### src/rtl/sqrt_result_bcd.sv
// Captures root/remainder from the square-root unit and converts both to packed BCD
// with a shared sequential double-dabble engine, one bit per clock.
module sqrt_result_bcd #(
  parameter int unsigned WIDTH  = 8,
  parameter int unsigned DIGITS = 3
) (
  input  logic                  clk,
  input  logic                  rst_n,
  input  logic                  in_valid,
  input  logic [WIDTH-1:0]      root,
  input  logic [WIDTH-1:0]      rem,
  output logic                  busy,
  output logic                  out_valid,
  input  logic                  out_ready,
  output logic [4*DIGITS-1:0]   root_bcd,
  output logic [4*DIGITS-1:0]   rem_bcd,
  output logic                  overrun
);

  localparam int unsigned BW = 4 * DIGITS;
  localparam int unsigned SW = BW + WIDTH;
  localparam int unsigned CW = $clog2(WIDTH + 1);

  typedef enum logic [1:0] {StIdle, StShift, StHold} state_e;

  state_e          r_state;
  logic            r_in_valid_d;
  logic [CW-1:0]   r_cnt;
  logic [SW-1:0]   r_root_sh;
  logic [SW-1:0]   r_rem_sh;
  logic            r_busy;
  logic            r_out_valid;
  logic            r_overrun;
  logic [BW-1:0]   r_root_bcd;
  logic [BW-1:0]   r_rem_bcd;

  logic            w_capture;
  logic [SW-1:0]   w_root_nxt;
  logic [SW-1:0]   w_rem_nxt;

  // One double-dabble step: correct every BCD nibble using its pre-shift value, then shift.
  function automatic logic [SW-1:0] dabble(input logic [SW-1:0] v);
    logic [SW-1:0] t;
    t = v;
    for (int d = 0; d < int'(DIGITS); d++) begin
      if (t[WIDTH+4*d +: 4] >= 4'd5) t[WIDTH+4*d +: 4] = t[WIDTH+4*d +: 4] + 4'd3;
    end
    return {t[SW-2:0], 1'b0};
  endfunction

  assign w_capture  = in_valid & ~r_in_valid_d;
  assign w_root_nxt = dabble(r_root_sh);
  assign w_rem_nxt  = dabble(r_rem_sh);

  always_ff @(posedge clk or negedge rst_n) begin
    if (!rst_n) begin
      r_state      <= StIdle;
      r_in_valid_d <= 1'b0;
      r_cnt        <= '0;
      r_root_sh    <= '0;
      r_rem_sh     <= '0;
      r_busy       <= 1'b0;
      r_out_valid  <= 1'b0;
      r_overrun    <= 1'b0;
      r_root_bcd   <= '0;
      r_rem_bcd    <= '0;
    end else begin
      r_in_valid_d <= in_valid;
      unique case (r_state)
        StIdle: begin
          if (w_capture) begin
            r_root_sh <= {{BW{1'b0}}, root};
            r_rem_sh  <= {{BW{1'b0}}, rem};
            r_cnt     <= '0;
            r_busy    <= 1'b1;
            r_state   <= StShift;
          end
        end
        StShift: begin
          r_root_sh <= w_root_nxt;
          r_rem_sh  <= w_rem_nxt;
          r_cnt     <= r_cnt + CW'(1);
          if (w_capture) r_overrun <= 1'b1;
          if (r_cnt == CW'(WIDTH - 1)) begin
            r_root_bcd  <= w_root_nxt[SW-1 -: BW];
            r_rem_bcd   <= w_rem_nxt[SW-1 -: BW];
            r_busy      <= 1'b0;
            r_out_valid <= 1'b1;
            r_state     <= StHold;
          end
        end
        StHold: begin
          if (out_ready) begin
            r_out_valid <= 1'b0;
            // Handshake and a new result on the same clock chain straight into conversion.
            if (w_capture) begin
              r_root_sh <= {{BW{1'b0}}, root};
              r_rem_sh  <= {{BW{1'b0}}, rem};
              r_cnt     <= '0;
              r_busy    <= 1'b1;
              r_state   <= StShift;
            end else begin
              r_state <= StIdle;
            end
          end else if (w_capture) begin
            r_overrun <= 1'b1;
          end
        end
        default: r_state <= StIdle;
      endcase
    end
  end

  assign busy      = r_busy;
  assign out_valid = r_out_valid;
  assign overrun   = r_overrun;
  assign root_bcd  = r_root_bcd;
  assign rem_bcd   = r_rem_bcd;

endmodule

### config.mk
export PLATFORM = sky130hd
export DESIGN_NAME = sqrt_result_bcd
export DESIGN_NICKNAME = d
export VERILOG_FILES = /design/src/rtl/sqrt_result_bcd.sv
export SDC_FILE = /design/constraint.sdc
export NUM_CORES = 1
export LEC_CHECK = 0
export ABC_AREA = 1
export CORE_MARGIN = 5
export CORE_UTILIZATION = 31
export DETAILED_ROUTE_END_ITERATION = 10
export DONT_BUFFER_PORTS = 1
export PLACE_DENSITY = 0.47
export SLEW_MARGIN = 25
export SYNTH_ARGS = -nofsm -noshare
export SYNTH_HDL_FRONTEND = slang
export SYNTH_SLANG_ARGS = --single-unit
### constraint.sdc
create_clock -name clk -period 1.15 [get_ports clk]
set_input_delay 0.1725 -clock clk [delete_from_list [all_inputs] [get_ports clk]]
set_output_delay 0.1725 -clock clk [all_outputs]
set_load 0.01 [all_outputs]
==> reports/results.txt, run 1 <==
Port-buffer cells = 0
I/O pins = 47
Clock Tree Buf Depth = 2
P_leak = 2.622 nW
Netlist cell types = 22
Worst-Margin Slew = 0.2934 ns
FP Rows = 39
multi-input logic area = 1937 um2
vias in the first global route = 3328
failing checks = hold timing, setup timing
Mapped Area = 3647 um2
reg-to-reg endpoint = r_root_sh[6]
chip height = 118.5 um
Pins Over Slew Limit = 0
largest net degree at the start of global routing = 75
met1 usage = 0.1715
r2r setup slk = -0.11 ns
Inserted Clock Buffers = 9
Setup WS post-layout = -0.1127 ns
Final Cycle Share = 1.098
Worst EP required = 1.41 ns
Layout area overhead = 44.60%
total area of sequential cells = 1852 um2
Post-Syn Nets = 491
CP arrival = 1.52 ns
via count = 3220
Crit Reg-Reg Startpoint = r_state[1]
Tot GR Track Use = 0.1443
busiest grt layer = met2
Die Wd = 118.5 um
total gr overflow = 0
clk sinks = 74
Synth Warn # = 0
final worst path period need = 1.263 ns
Power Density = 3216 nW/um2
Max FO, Critical Path = 5
Mean Syn Cell Area = 7.963 um2
Power Total = 16.96 mW
post-synthesis sequential area ratio = 0.5077
endpoints failing setup = 71
Max VDD drop = 1.324 mV
Hold Crit Class = input pin to asynchronous set/reset pin
DIE AREA = 14040 um2
HPWL Detailed = 5767 um
asr flop ratio synth = 1.000
type of origin of the critical path = register
fillers = 1111
Setup CP Type = register to register
clock slew at reported path FFs = 0.06 ns
starting density of the core = 0.3181
unrepaired setup endpoints after global routing = yes
slew margin rel. = 0.8044
Worst R2R Path Depth = 8
commonest register cell after synthesis = dfrtp_1
number of synthesized flops with an enable pin = 0
grt met3 use = 0.04728
CTS tree = built
nets@finish = 550
Commonest cells post-synth = nand2_1 (183), dfrtp_1 (74), inv_1 (48)
Final ANT Viol Nets = 0
status = finished with violations
Yosys top cell area share = 0.5077
most frequent cell after synthesis = nand2_1
met2 Use GR = 0.2398
first-pass GRT wire length = 16300 um
CTS root buf = clkbuf_16
Worst setup EP type = register
proportion of layout cells with a drive suffix above 1 = 0.3755
post-DR wirelength/cell = 15.03 um
final WL = 9992 um
vias per cell = 4.842
1st-iter DRT viols = 72
Peak Freq = 792.0 MHz
Mapped Cells = 458
worst clock skew = 0.006384 ns
max_cap viols = 0
Hold WS = -0.4647 ns
#FFs+latches synth = 74
antenna violations before repair = 0
n_diodes = 0
Synth area leaders = dfrtp_1 (51%), nand2_1 (19%), nand3_1 (6.2%)
Remaining DRCs = 0
Post-CTS Hold Buffers = 1
DR pass1 iterations = 6
Worst-Skew Late Latency = 0.33 ns
placer congestion estimate = 0.7803
Core Area = 11470 um2
Final Hold Viols = 74
area leader, netlist = dfrtp_1
Fin Setup TNS = -5.333 ns
H-tree levels = 3
-- report_power, final --
group          internal (mW)  total [mW]  switching, mW
Sequential              3.78        4.87           1.09
Combinational           4.39        9.25           4.87
Clock                   1.80        2.84           1.04
Total                   9.97        17.0           6.99
-- registers in the layout, indices dropped and copies added (netlist names), 2 cells and up --
signal,cells
r_cnt,4
r_rem_sh,20
r_root_sh,20
r_state,2
rem_bcd,12
root_bcd,12
-- placed cells by master, fill, tap and decap left out, drive strengths merged --
cell type | synthesis | routed
a21boi | 5 | 5
buf | 13 | 61
bufinv | 0 | 1
clkbuf | 3 | 16
clkinv | 1 | 2
dfrtp | 74 | 74
dlygate4sd3 | 0 | 1
ha | 13 | 13
inv | 52 | 52
nand2 | 184 | 184
nand3 | 46 | 46
nand4 | 15 | 15
nor2 | 2 | 2
o21ai | 46 | 46
o21bai | 1 | 1
o22ai | 2 | 2
or2 | 1 | 1
-- metrics by stage --
stage / instances / cell area, um2 / hold WS, ns / utilization / setup slack [ns]
after floorplan: 458 / 3680 / -0.1231 / - / -0.1429
after global placement: 622 / 4119 / -0.1212 / 0.3592 / -0.1008
after detailed placement: 622 / 4119 / -0.1212 / 0.3592 / -0.1201
after CTS: 659 / 4986 / -0.4814 / 0.4348 / -0.1057
after global routing: 665 / 5274 / -0.4908 / 0.4599 / -0.1810
final: 665 / 5274 / -0.4647 / 0.4599 / -0.1127
-- worst max path at each step --
stage	slack, ns	end	from	cells past startpoint
after global routing	-0.18	rem_bcd[1]	r_state[1]	7
after global placement	-0.10	root_bcd[0]	r_cnt[0]	7
final	-0.11	r_root_sh[6]	r_state[1]	8
after detailed placement	-0.12	r_rem_sh[11]	r_rem_sh[9]	7
after CTS	-0.11	root_bcd[10]	r_cnt[0]	7
after floorplan	-0.14	rem_bcd[4]	r_cnt[0]	8
-- cells by family (layout without fill, tap and decap cells) --
family | Yosys count | in the layout | synth area share
compound gates | 54 | 54 | 0.07890
buf+inv | 69 | 133 | 0.08130
simple gates | 248 | 248 | 0.2875
flops | 74 | 74 | 0.5077
fa+ha+maj | 13 | 13 | 0.04460
-- metal layers --
layer / wire length, um / up-vias / share of wire
met5: 0 / - / 0
met4: 239 / 0 / 0.024
met3: 535 / 21 / 0.054
met2: 4867 / 68 / 0.49
met1: 4350 / 1545 / 0.44
li1: - / 1586 / -
-- final cells by class --
class	instances	area share
multi-input combinational	315	0.3673
sequential	74	0.3511
tap	143	0.03393
clock inverter	2	0.006643
timing repair buffer	64	0.1499
clock buffer	14	0.05006
inverter	53	0.04104
-- worst max-delay path, stage by stage (launching register included) --
cell	delay, ns
dfrtp_1	0.41
buf_4	0.15
nand2_2	0.09
nand2_4	0.07
inv_4	0.08
buf_8	0.15
clkbuf_16	0.15
nand2_2	0.04
o21ai_1	0.06
-- repair_timing --
item / 4_1_cts / 5_1_grt
endpoints found under the setup margin: 72 / 73
hold endpoints to repair: 75 / 74
pin swaps: 16 / 20
gates resized for setup: 109 / 67
buffers inserted: 15 / 4
cloned: 7 / 2
Note: power is estimated with default switching activity, not from simulation.
==> run 2, diff against run 1 <==
- CORE_ASPECT_RATIO: unset -> 0.9
- PLACE_DENSITY: 0.47 -> 0.46
==> run 2 against run 1 <==
  * Combinational power is 2% lower
  * Cell count up 0.90%
  * Utilization up 0.40 points
  * First-iteration DRC count increased by 140%
  * Wire length down 2.5%
  * Clock power rose by 13%
  * Sequential share of layout area down 0.30 points
  * The run still ends with hold timing, setup timing left
==> reports/results.txt, run 2 (synthesis gave the netlist of run 1 again) <==
status = finished with violations (unchanged)
failing checks = hold timing, setup timing (unchanged)
Setup WS post-layout = -0.1171 ns (was -0.1127 ns)
DIE AREA = 14040 um2 (about the same)
CP arrival = 1.48 ns (was 1.52 ns)
CP delay by family, top = buffers and inverters (unchanged)
final worst path period need = 1.267 ns (was 1.263 ns)
vias per cell = 4.689 (was 4.842)
via count = 3146 (was 3220)
Final ANT Viol Nets = 0 (unchanged)
chip height = 112.9 um (was 118.5 um)
endpoints failing setup = 63 (was 71)
slew margin rel. = 0.8026 (was 0.8044)
Pins Over Slew Limit = 0 (unchanged)
vias in the first global route = 3235 (was 3328)
worst clock skew = 0.006863 ns (was 0.006384 ns)
DR pass1 iterations = 4 (was 6)
Clock Tree Buf Depth = 2 (unchanged)
first-pass GRT wire length = 15830 um (was 16300 um)
Remaining DRCs = 0 (unchanged)
Power Total = 17.16 mW (was 16.96 mW)
Worst R2R Path Depth = 8 (unchanged)
Worst setup EP type = register (unchanged)
Final Hold Viols = 74 (unchanged)
n_diodes = 0 (unchanged)
Setup CP Type = register to register (unchanged)
Die Wd = 124.3 um (was 118.5 um)
clk sinks = 74 (unchanged)
Max VDD drop = 1.273 mV (was 1.324 mV)
Crit Reg-Reg Startpoint = r_state[0] (was r_state[1])
Hold Crit Class = input pin to asynchronous set/reset pin (unchanged)
HPWL Detailed = 5734 um (was 5767 um)
nets@finish = 543 (was 550)
Buf+Inv Stages, Crit Path = 4 (unchanged)
post-DR wirelength/cell = 14.52 um (was 15.03 um)
crit-path cells = inv_2 > nand2_2 > nand2_2 > nand2_4 > inv_8 > buf_6 > buf_6 > o22ai_2 (was buf_4 > nand2_2 > nand2_4 > inv_4 > buf_8 > clkbuf_16 > nand2_2 > o21ai_1)
placer congestion estimate = 0.8192 (was 0.7803)
Final Cycle Share = 1.102 (was 1.098)
max_cap viols = 0 (unchanged)
CTS root buf = clkbuf_16 (unchanged)
clock slew at reported path FFs = 0.06 ns (about the same)
top flop regs = r_rem_sh (20), r_root_sh (20) (unchanged)
FP Rows = 37 (was 39)
unrepaired setup endpoints after global routing = yes (unchanged)
Crit path largest cell delay = 0.40 ns (was 0.41 ns)
Worst-Skew Late Latency = 0.33 ns (about the same)
Final Util = 0.4639 (was 0.4599)
I/O pins = 47 (unchanged)
1st-iter DRT viols = 173 (was 72)
proportion of layout cells with a drive suffix above 1 = 0.3903 (was 0.3755)
Crit-path slowest cell = dfrtp_1 (unchanged)
reg-to-reg endpoint = r_rem_sh[8] (was r_root_sh[6])
final WL = 9746 um (was 9992 um)
P_leak = 2.609 nW (was 2.622 nW)
crit path from = r_state[0] (was r_state[1])
Tot GR Track Use = 0.1373 (was 0.1443)
Post-CTS Hold Buffers = 3 (was 1)
Core Area = 11480 um2 (was 11470 um2)
H-tree levels = 3 (unchanged)
total gr overflow = 0 (unchanged)
type of origin of the critical path = register (unchanged)
largest net degree at the start of global routing = 75 (unchanged)
Worst-Margin Slew = 0.2962 ns (was 0.2934 ns)
Worst Setup EP = r_rem_sh[8] (was r_root_sh[6])
Hold WS = -0.4586 ns (was -0.4647 ns)
Peak Freq = 789.2 MHz (was 792.0 MHz)
critical path depth in cells = 8 (unchanged)
commonest non-fill, non-tap cells in the layout = nand2_1 (137), dfrtp_1 (72), buf_4 (35) (was nand2_1 (126), dfrtp_1 (74), nand2_2 (45))
starting density of the core = 0.3177 (was 0.3181)
antenna violations before repair = 0 (unchanged)
fillers = 1136 (was 1111)
Power Density = 3222 nW/um2 (was 3216 nW/um2)
Inserted Clock Buffers = 9 (unchanged)
Max FO, Critical Path = 5 (unchanged)
CTS tree = built (unchanged)
commonest non-fill, non-tap cell in the layout = nand2_1 (unchanged)
Layout area overhead = 46.04% (was 44.60%)
r2r setup slk = -0.12 ns (was -0.11 ns)
Worst EP required = 1.36 ns (was 1.41 ns)
Port-buffer cells = 0 (unchanged)
-- run 2: changes by cell type in the layout (fill, tap and decap cells not counted), sizes merged --
| cell | before | now |
|---|---|---|
| dlygate4sd3 | 1 | 3 |
| clkinvlp | 0 | 1 |
| bufinv | 1 | 3 |
| clkbuf | 16 | 14 |
| buf | 61 | 51 |
-- run 2: final cells by class --
class / count / area [um2] / share of cell area
tap: 156 / 195.2 / 0.03665
clock inverter: 5 / 102.6 / 0.01926
sequential: 74 / 1854 / 0.3481
inverter: 53 / 215.2 / 0.04040
timing repair buffer: 57 / 620.6 / 0.1165
multi-input combinational: 315 / 2106 / 0.3953
clock buffer: 11 / 232.7 / 0.04369
-- run 2: power breakdown --
group	switching [mW]	leakage [nW]	internal [mW]
Sequential	1.08	0.918	3.79
Combinational	5.00	1.53	4.09
Clock	1.08	0.160	2.12
-- run 2: worst register-to-register path: stages (launching register included) --
cell	delay [ns]
dfrtp_1	0.40
inv_2	0.10
nand2_2	0.07
nand2_2	0.10
nand2_4	0.09
inv_8	0.10
buf_6	0.11
buf_6	0.12
o22ai_2	0.06
-- run 2: through the flow --
step / worst slack (ns) / hold slack (ns) / TNS (ns) / std cells / cell area, um2
5_1_grt: -0.1798 / -0.4760 / -8.296 / 671 / 5326
6_report: -0.1171 / -0.4586 / -3.178 / 671 / 5326
3_3_place_gp: -0.1065 / -0.1198 / -3.799 / 635 / 4085
2_1_floorplan: -0.1429 / -0.1231 / -2.050 / 458 / 3680
3_5_place_dp: -0.1264 / -0.1184 / -4.929 / 635 / 4085
4_1_cts: -0.1158 / -0.4781 / -3.221 / 666 / 4822
-- run 2: worst min-delay path by stage --
stage | startpoint | end | slack, ns | cells past startpoint
finish | rst_n | rem_bcd[7] | -0.46 | 0
global route | rst_n | r_root_sh[13] | -0.48 | 0
CTS | rst_n | r_root_sh[10] | -0.48 | 0
detailed placement | rst_n | rem_bcd[7] | -0.12 | 0
global placement | rst_n | rem_bcd[7] | -0.12 | 0
floorplan | rst_n | busy | -0.12 | 0
-- run 2: metal layers --
| layer | track usage | wire length, um | vias up | part of all wire |
|---|---|---|---|---|
| li1 | - | - | 1569 | - |
| met1 | 0.1674 | 4261 | 1522 | 0.44 |
| met2 | 0.2360 | 4950 | 46 | 0.51 |
| met3 | 0.03728 | 419 | 9 | 0.043 |
| met4 | 0.04675 | 114 | 0 | 0.012 |
| met5 | 0 | 0 | - | 0 |
-- run 2: repair_timing --
action                                 in CTS  in global routing
endpoints found under the hold margin      77                 74
gates cloned                                2                  3
gates resized for setup                    87                127
setup buffers                              10                  4
setup endpoints to repair                  70                 73
pin swaps                                  10                 29
